`src/rtl/unidad_de_busqueda_pkg.sv`:
```
`timescale 1ns / 1ps
`default_nettype none
// +----------------------------------------------------------------------------+
// | Module   : unidad_de_busqueda_pkg                                          |
// | Purpose  : Definitions shared by the fetch stage and the control unit:     |
// |            FSM state encoding, HALT opcode, PC increment, op extraction.   |
// | Revision : 1.0 - initial release                                           |
// +----------------------------------------------------------------------------+
package unidad_de_busqueda_pkg;

    // State encoding; the enum below is built on these values
    localparam logic [1:0] C_ST_IDLE = 2'd0;
    localparam logic [1:0] C_ST_REQ  = 2'd1;
    localparam logic [1:0] C_ST_HOLD = 2'd2;
    localparam logic [1:0] C_ST_HALT = 2'd3;

    typedef enum logic [1:0] {
        ST_IDLE = C_ST_IDLE,
        ST_REQ  = C_ST_REQ,
        ST_HOLD = C_ST_HOLD,
        ST_HALT = C_ST_HALT
    } fetch_state_t;

    // Opcode that stops fetching when the HALT feature is built in
    localparam logic [5:0] OP_HALT = 6'b111111;

    // Byte distance between consecutive instructions
    localparam int unsigned PC_INC = 4;

    // Major opcode field of a 32-bit instruction word
    function automatic logic [5:0] op_field(input logic [31:0] word);
        return word[31:26];
    endfunction

endpackage
`default_nettype wire

```
`src/rtl/unidad_de_busqueda_registro_pc.sv`:
```
`timescale 1ns / 1ps
`default_nettype none
// +----------------------------------------------------------------------------+
// | Module   : registro_pc                                                     |
// | Purpose  : Program counter register. Async reset to RESET_PC, load of a    |
// |            redirect target (priority) or increment by PC_INC (wrapping).   |
// |            Also exposes the value the PC takes on the next edge.           |
// | Revision : 1.0 - initial release                                           |
// +----------------------------------------------------------------------------+
module registro_pc #(
    parameter int                ADDR_W   = 32,
    parameter logic [ADDR_W-1:0] RESET_PC = '0
) (
    input  logic              clk,
    input  logic              rst,
    input  logic              i_load,
    input  logic [ADDR_W-1:0] i_load_pc,
    input  logic              i_inc,
    output logic [ADDR_W-1:0] o_pc,
    output logic [ADDR_W-1:0] o_pc_nxt
);
    import unidad_de_busqueda_pkg::*;

    logic [ADDR_W-1:0] r_pc;
    logic [ADDR_W-1:0] w_pc_nxt;

    // Next PC: a redirect beats the sequential increment; the add wraps naturally
    always_comb begin
        w_pc_nxt = r_pc;
        if (i_load) begin
            w_pc_nxt = i_load_pc;
        end else if (i_inc) begin
            w_pc_nxt = r_pc + ADDR_W'(PC_INC);
        end
    end

    // PC state register
    always_ff @(posedge clk or posedge rst) begin
        if (rst) begin
            r_pc <= RESET_PC;
        end else begin
            r_pc <= w_pc_nxt;
        end
    end

    assign o_pc     = r_pc;
    assign o_pc_nxt = w_pc_nxt;

endmodule
`default_nettype wire

```
`src/rtl/unidad_de_busqueda.sv`:
```
`timescale 1ns / 1ps
`default_nettype none
// +----------------------------------------------------------------------------+
// | Module   : unidad_de_busqueda                                              |
// | Purpose  : Instruction fetch stage. Fetches one word per instruction over  |
// |            a req/ack memory handshake and hands it, with its PC and op,    |
// |            to the control unit over valid/ready. Accepts PC redirects.     |
// | Options  : FETCH_HALT_EN - op 6'b111111 stops fetch until a redirect.      |
// | Revision : 1.0 - initial release                                           |
// +----------------------------------------------------------------------------+
module unidad_de_busqueda #(
    parameter int                ADDR_W   = 32,
    parameter int                DATA_W   = 32,   // at least 32 so op exists
    parameter logic [ADDR_W-1:0] RESET_PC = '0    // word aligned
) (
    input  logic              clk,
    input  logic              rst,
    output logic              o_mem_req,
    output logic [ADDR_W-1:0] o_mem_addr,
    input  logic              i_mem_ack,
    input  logic [DATA_W-1:0] i_mem_rdata,
    output logic [DATA_W-1:0] o_inst,
    output logic [5:0]        o_op,
    output logic [ADDR_W-1:0] o_pc_out,
    output logic              o_inst_valid,
    input  logic              i_inst_ready,
    input  logic              i_redirect_en,
    input  logic [ADDR_W-1:0] i_redirect_pc,
    output logic              o_halted
);
    import unidad_de_busqueda_pkg::*;

    fetch_state_t      r_state;
    fetch_state_t      w_state_nxt;
    logic              r_kill;
    logic              w_kill_nxt;
    logic              r_mem_req;
    logic              w_mem_req_nxt;
    logic [ADDR_W-1:0] r_req_addr;
    logic [DATA_W-1:0] r_inst;
    logic [ADDR_W-1:0] r_pc_out;
    logic              w_capture;
    logic              w_pc_inc;
    logic              w_req_load;
    logic [ADDR_W-1:0] w_pc;
    logic [ADDR_W-1:0] w_pc_nxt;
    logic [ADDR_W-1:0] w_redirect_pc;

    // Redirect targets are always word aligned
    assign w_redirect_pc = i_redirect_pc & {{(ADDR_W-2){1'b1}}, 2'b00};

`ifdef FETCH_HALT_EN
    logic w_is_halt_op;
    assign w_is_halt_op = (o_op == OP_HALT);
`endif

    registro_pc #(
        .ADDR_W   (ADDR_W),
        .RESET_PC (RESET_PC)
    ) u_registro_pc (
        .clk       (clk),
        .rst       (rst),
        .i_load    (i_redirect_en),
        .i_load_pc (w_redirect_pc),
        .i_inc     (w_pc_inc),
        .o_pc      (w_pc),
        .o_pc_nxt  (w_pc_nxt)
    );

    // Next-state logic. In REQ a low r_mem_req marks the one idle cycle that
    // follows a discarded word; the new request starts after it.
    always_comb begin
        w_state_nxt   = r_state;
        w_kill_nxt    = r_kill;
        w_mem_req_nxt = r_mem_req;
        w_capture     = 1'b0;
        w_pc_inc      = 1'b0;
        case (r_state)
            ST_IDLE: begin
                w_state_nxt   = ST_REQ;
                w_mem_req_nxt = 1'b1;
            end
            ST_REQ: begin
                if (!r_mem_req) begin
                    w_mem_req_nxt = 1'b1;
                end else if (i_mem_ack) begin
                    // A redirect landing with the ack discards the word directly
                    w_mem_req_nxt = 1'b0;
                    w_kill_nxt    = 1'b0;
                    if (!r_kill && !i_redirect_en) begin
                        w_capture   = 1'b1;
                        w_state_nxt = ST_HOLD;
                    end
                end else if (i_redirect_en) begin
                    w_kill_nxt = 1'b1;
                end
            end
            ST_HOLD: begin
                if (i_redirect_en) begin
                    // Held word is dropped (or counts as consumed); target wins
                    w_state_nxt   = ST_REQ;
                    w_mem_req_nxt = 1'b1;
                end else if (i_inst_ready) begin
                    w_pc_inc      = 1'b1;
                    w_state_nxt   = ST_REQ;
                    w_mem_req_nxt = 1'b1;
`ifdef FETCH_HALT_EN
                    if (w_is_halt_op) begin
                        w_state_nxt   = ST_HALT;
                        w_mem_req_nxt = 1'b0;
                    end
`endif
                end
            end
`ifdef FETCH_HALT_EN
            ST_HALT: begin
                if (i_redirect_en) begin
                    w_state_nxt   = ST_REQ;
                    w_mem_req_nxt = 1'b1;
                end
            end
`endif
            default: begin
                w_state_nxt   = ST_IDLE;
                w_kill_nxt    = 1'b0;
                w_mem_req_nxt = 1'b0;
            end
        endcase
    end

    // FSM, kill flag and request strobe registers
    always_ff @(posedge clk or posedge rst) begin
        if (rst) begin
            r_state   <= ST_IDLE;
            r_kill    <= 1'b0;
            r_mem_req <= 1'b0;
        end else begin
            r_state   <= w_state_nxt;
            r_kill    <= w_kill_nxt;
            r_mem_req <= w_mem_req_nxt;
        end
    end

    // Request address is captured only when a request starts, so redirects
    // arriving mid-request never disturb the address seen by memory
    assign w_req_load = w_mem_req_nxt & ~r_mem_req;

    // Outstanding request address
    always_ff @(posedge clk or posedge rst) begin
        if (rst) begin
            r_req_addr <= RESET_PC;
        end else if (w_req_load) begin
            r_req_addr <= w_pc_nxt;
        end
    end

    // Instruction and its address, captured on an accepted ack
    always_ff @(posedge clk or posedge rst) begin
        if (rst) begin
            r_inst   <= '0;
            r_pc_out <= RESET_PC;
        end else if (w_capture) begin
            r_inst   <= i_mem_rdata;
            r_pc_out <= w_pc;
        end
    end

    assign o_mem_req    = r_mem_req;
    assign o_mem_addr   = r_req_addr;
    assign o_inst       = r_inst;
    assign o_op         = op_field(r_inst[31:0]);
    assign o_pc_out     = r_pc_out;
    assign o_inst_valid = (r_state == ST_HOLD);

`ifdef FETCH_HALT_EN
    assign o_halted = (r_state == ST_HALT);
`else
    assign o_halted = 1'b0;
`endif

endmodule
`default_nettype wire
```
`config.mk`:
```
export PLATFORM = sky130hd
export DESIGN_NAME = unidad_de_busqueda
export DESIGN_NICKNAME = d
export VERILOG_FILES = /design/src/rtl/unidad_de_busqueda_pkg.sv /design/src/rtl/unidad_de_busqueda_registro_pc.sv /design/src/rtl/unidad_de_busqueda.sv
export SDC_FILE = /design/constraint.sdc
export NUM_CORES = 1
export LEC_CHECK = 0
export BUFFER_PORTS_ARGS = -buffer_cell sky130_fd_sc_hd__buf_2
export CAP_MARGIN = 40
export CELL_PAD_IN_SITES_DETAIL_PLACEMENT = 0
export CELL_PAD_IN_SITES_GLOBAL_PLACEMENT = 1
export CORE_MARGIN = 2
export CORE_UTILIZATION = 43
export CTS_CLUSTER_SIZE = 40
export DETAILED_ROUTE_END_ITERATION = 10
export GPL_ROUTABILITY_DRIVEN = 0
export PLACE_DENSITY_LB_ADDON = 0.08
export SLEW_MARGIN = 0
export SYNTH_ARGS = -nofsm -noshare
export SYNTH_HDL_FRONTEND = slang
export SYNTH_SLANG_ARGS = --single-unit
export TNS_END_PERCENT = 100
```
`constraint.sdc`:
```
create_clock -name clk -period 9.65 [get_ports clk]
set_input_delay 0.965 -clock clk [delete_from_list [all_inputs] [get_ports clk]]
set_output_delay 0.965 -clock clk [all_outputs]
set_load 0.02 [all_outputs]
```
* After elaboration in Yosys (flattened, before gate mapping)
Index checks and enable logic that the tools add are counted.
Word-level totals: bits in registers 132, input port bits 69, output and inout port bits 105, word-level logic and storage cells 49
Cells by class: add/sub/neg operators 1, equality and inequality tests 7, multiplexer cells 24, bitwise logic cells 3, reductions and logical operators 7
Operator list (count):
- 2-to-1 mux 32 bit | 2
- adder 32 x 3 -> 32 bit, second input constant | 1
- 2-to-1 mux 1 bit | 14
- 2-to-1 mux 2 bit | 5
- inequality test 2 bit, second input constant | 3
- case mux 2 bit (3 select lines) | 1
- AND reduction 4 bit | 1
- inequality test 3 x 1 -> 1 bit, second input constant | 1
- inequality test 3 bit, second input constant | 1
- case mux 1 bit (3 select lines) | 1
- AND reduction 3 bit | 1
- == test 2 x 1 -> 1 bit, second input constant | 1
- == test 2 bit, second input constant | 1
- zero test 1 bit | 2
- zero test 2 bit | 1
- NOT 1 bit | 2
- case mux 1 bit (2 select lines) | 1
- OR reduction 2 bit | 1
- AND 1 bit | 1
- logical AND 1 bit | 1

* Depth between registers and ports, before layout
word-level depth 6, mapped depth 8, depth with buffers taken out 6

* Hierarchy
A second synthesis with hierarchy kept.
Unflattened totals: cells, all modules 447, area, all modules 5958.2 µm²
Modules (own cells, without submodules):
- unidad_de_busqueda | times used 1, cells an instance 234, area each 4037.6 µm², seq. area each 2502.4 µm²
- registro_pc | times used 1, cells an instance 213, area each 1920.6 µm², seq. area each 800.8 µm²

* Least setup slack after synthesis
No wires, ideal clock.
kind input-to-reg, start point in i_redirect_en, end point reg r_req_addr[21], in the netlist o_mem_addr[21], setup time 0.131 ns, data arrival time 2.411 ns, slack 7.108 ns, stages 6, buffers on the path 1, cells stage by stage buf_2 > nand4bb_4 > nor4_4 > nand2_2 > and4b_1 > or3_1
On the way: word-level cells in the longest chain between the ends 4, elaborated cells on any way between the ends 7, those cells by class mux (6); bitwise (1)
RTL lines:
- start, declared | line unidad_de_busqueda.sv:27 | input logic i_redirect_en,
- 2-to-1 mux 1 bit | line unidad_de_busqueda.sv:99 | if (i_redirect_en) begin
- 2-to-1 mux 1 bit | line unidad_de_busqueda.sv:78 | case (r_state)
- 2-to-1 mux 32 bit | line unidad_de_busqueda_registro_pc.sv:32 | end else if (i_inc) begin
- 2-to-1 mux 32 bit | line unidad_de_busqueda_registro_pc.sv:30 | if (i_load) begin
- end signal, assigned | line unidad_de_busqueda.sv:153 | r_req_addr <= w_pc_nxt;
- end, declared | line unidad_de_busqueda.sv:39 | logic [ADDR_W-1:0] r_req_addr;
Parallel ways exist; a longest one is shown, timed or not. A chain may end at the register's enable or synchronous reset.

* Worst setup path in the final report
start point in i_redirect_en, end point reg r_req_addr[31], in the netlist o_mem_addr[31]
Same word-level chain as after synthesis.

==> impl_metrics.yaml <==
outcome:
  status: "finished, final reports clean"
final_layout:
  fill_cells: 1197
  layout_common_cells: "buf_2 (170), dfrtp_1 (132), mux2_2 (74), nand2_1 (42), xor2_1 (20)"
  multi_input_comb_area_mm2: 0.00236
  syn2layout_area_growth_pct: 26.3
  antenna_cells: 0
  nets: 727
  seq_area_mm2: 0.00330
  layout.cells.most_common: "buf_2"
  drive_gt1_share_pct: 43.9
setup_path:
  required_ns: 9.97
  rr_startpoint: "r_state[0]"
  start_kind: "input port"
  crit_arrival_ns: 3.68
  ff2ff_setup_slack_ns: 7.11
  r2r_cells: 6
  crit_fanout: 83
  end_kind: "flip-flop"
  cp-startpoint: "i_redirect_en"
  crit_type: "in2reg"
  worstReg2RegEnd: "o_mem_addr[31]"
floorplanning:
  ios: 174
  fp.coreArea_mm2: 0.0133
  die_x_um: 121
  fp.dieH_um: 121
  rows: 42
  dieArea_mm2: 0.0147
  start_util_pct: 44.3
cts:
  cts_buffer_depth: 2
  post_cts_buffers: 0
  cts_resized: 0
  cts_sinks: 132
  clk_pin_slew_worst_paths_ns: 0.05
  clockRootBuffer: "clkbuf_16"
  cts_tree: "done"
  ctsHoldBuffers: 0
  cts_buffers: 17
  clock_latency_ns: 0.41
  h-tree-depth: 4
synthesis:
  yosys.area.top_type_share_pct: 55.8
  synth_nets: 570
  syn_area_mm2: 0.00592
  syn_area_per_cell_um2: 11.8
  synth_edf_count: 0
  ys_async_sr_fraction_pct: 100
  yosys-top-cells-area: "dfrtp_1 (56%), mux2_2 (14%), xor2_1 (3.0%), nand2_1 (2.7%), mux2i_1 (1.9%)"
  synth-main-ff-cell: "dfrtp_1"
  ys_ff_latch: 132
  ys_seq_area_share_pct: 55.8
  synth_top_cell_by_area: "dfrtp_1"
  synth_cells: 500
  yosysUniqueCellTypes: 52
  ys.warnings.count: 0
sta:
  finalCritPeriodShare_pct: 34.8
  timing.hold.ws_ns: 0.472
  setup_viol: 0
  finalHoldViolCount: 0
  fmax_mhz: 298
  final.setup.tns_ns: 0
  rsz0062_at_grt: "false"
  worstMarginPinSlew_ns: 0.887
  relSlewSlack_pct: 40.9
  fin_skew_ns: 0.00592
  slew_viol_final: 0
  fin_crit_ns: 3.36
grt:
  grt_pass1_wl_um: 22200
  grt_pass1_vias: 4239
  grt_use_met3_pct: 6.02
  antenna_found_initial: 0
  grt_max_degree: 84
  grt_use_total_pct: 19.9
  grt_overflow_total: 0
  top_usage_layer: "met2"
  globalRouteMet1Util_pct: 27.6
  use_met2_pct: 29.1
hold_path:
  hold_end: "o_pc_out[31]"
  whs_path_depth: 2
  min_from: "o_pc_out[31]"
  hold_class: "reg2reg"
routing:
  wl_um: 13900
  vias: 4324
  drtIter0Drc: 259
  ant_nets: 0
  dr.pass1.iters: 4
  viasPerCell: 5.11
  wire_per_inst_um: 16.4
  drcViolationCount: 0
power_and_ir_drop:
  powerDensity_mw_per_mm2: 326
  p_int_mw: 1.54
  vdd_drop_max_uv: 192
  switching_power_uw: 901
  total_power_mw: 2.44
  seqPwrFrac_pct: 36.5
  switching_share_pct: 36.9
  pwr-share-clk_pct: 26.5
  pwr-share-comb_pct: 37.0
  p_leak_nw: 3.57
placed_design:
  port_buffers: 170
  dpl.hpwl_um: 9610
job:
  drv_cap: 0
[worst max-delay path, stage by stage]
cell and delay [ns]:
buf_2 0.08, buf_4 0.64, o21bai_1 0.27, a21oi_4 0.19, buf_4 0.38, nand2b_1 0.54
or3_1 0.49, o211ai_1 0.09
[flip-flops by register name (all words and copies together), names as in the netlist]
name	flops
o_pc_out	32
o_mem_req	1
r_state	2
o_mem_addr	32
o_inst	32
r_kill	1
u_registro_pc.o_pc	32
[worst max path at each step]
stage                     endpoint  slack, ns
global placement    o_mem_addr[31]       5.81
detailed placement  o_mem_addr[31]       5.83
finish              o_mem_addr[31]       6.29
global route        o_mem_addr[31]       6.05
CTS                 o_mem_addr[31]       6.27
floorplan                o_inst[0]       5.16
[metal layers]
metal  vias up  routed length, um
met2       135               6310
met4         0                148
li1       2075                  -
met3         9                890
met5         -                  0
met1      2105               6560
[cell families (layout without fill, tap and decap cells)]
group | count (synthesis) | after routing | synth area share, %
compound gates | 63 | 63 | 6.55
other cells | 1 | 1 | 0.0634
buf+inv | 55 | 225 | 4.48
flops | 132 | 132 | 55.8
simple gates | 137 | 137 | 13.1
fa+ha+maj | 1 | 1 | 0.211
xor+xnor | 26 | 26 | 3.85
mux | 85 | 85 | 15.9
[through the flow]
step / worst slack [ns] / util (%) / cell area, um^2 / cells
after floorplan: 5.16 / - / 5920 / 500
after global placement: 5.81 / 51.2 / 6840 / 812
after detailed placement: 5.83 / 51.5 / 6870 / 814
after CTS: 6.27 / 56.0 / 7470 / 846
after global routing: 6.05 / 56.0 / 7470 / 846
final: 6.29 / 56.0 / 7470 / 846
[area by class of cell]
cell class / count / area share, %
Clock inverter: 13 / 2.13
Tap cell: 176 / 2.95
Multi-Input combinational cell: 313 / 31.6
Inverter: 17 / 0.921
Sequential cell: 132 / 44.2
Timing Repair Buffer: 176 / 12.3
Clock buffer: 19 / 5.93
[power groups by stage]
stage	Sequential (mW)	Combinational (mW)	Clock, mW
6_report	0.890	0.903	0.647
5_1_grt	0.921	0.979	0.690
4_1_cts	0.893	0.916	0.662
3_5_place_dp	0.900	0.914	0
3_3_place_gp	0.889	0.897	0
2_1_floorplan	1.12	0.383	0
[synth_stat cells, types with 9 or more instances]
cell	number
a21oi_1	15
buf_4	9
clkbuf_1	13
dfrtp_1	132
inv_1	17
mux2_2	74
mux2i_1	11
nand2_1	42
nand3_1	19
nand4_1	11
nor2_1	17
o21ai_0	18
o22ai_1	12
xor2_1	20
No activity file was read; power rests on OpenSTA's default activity.
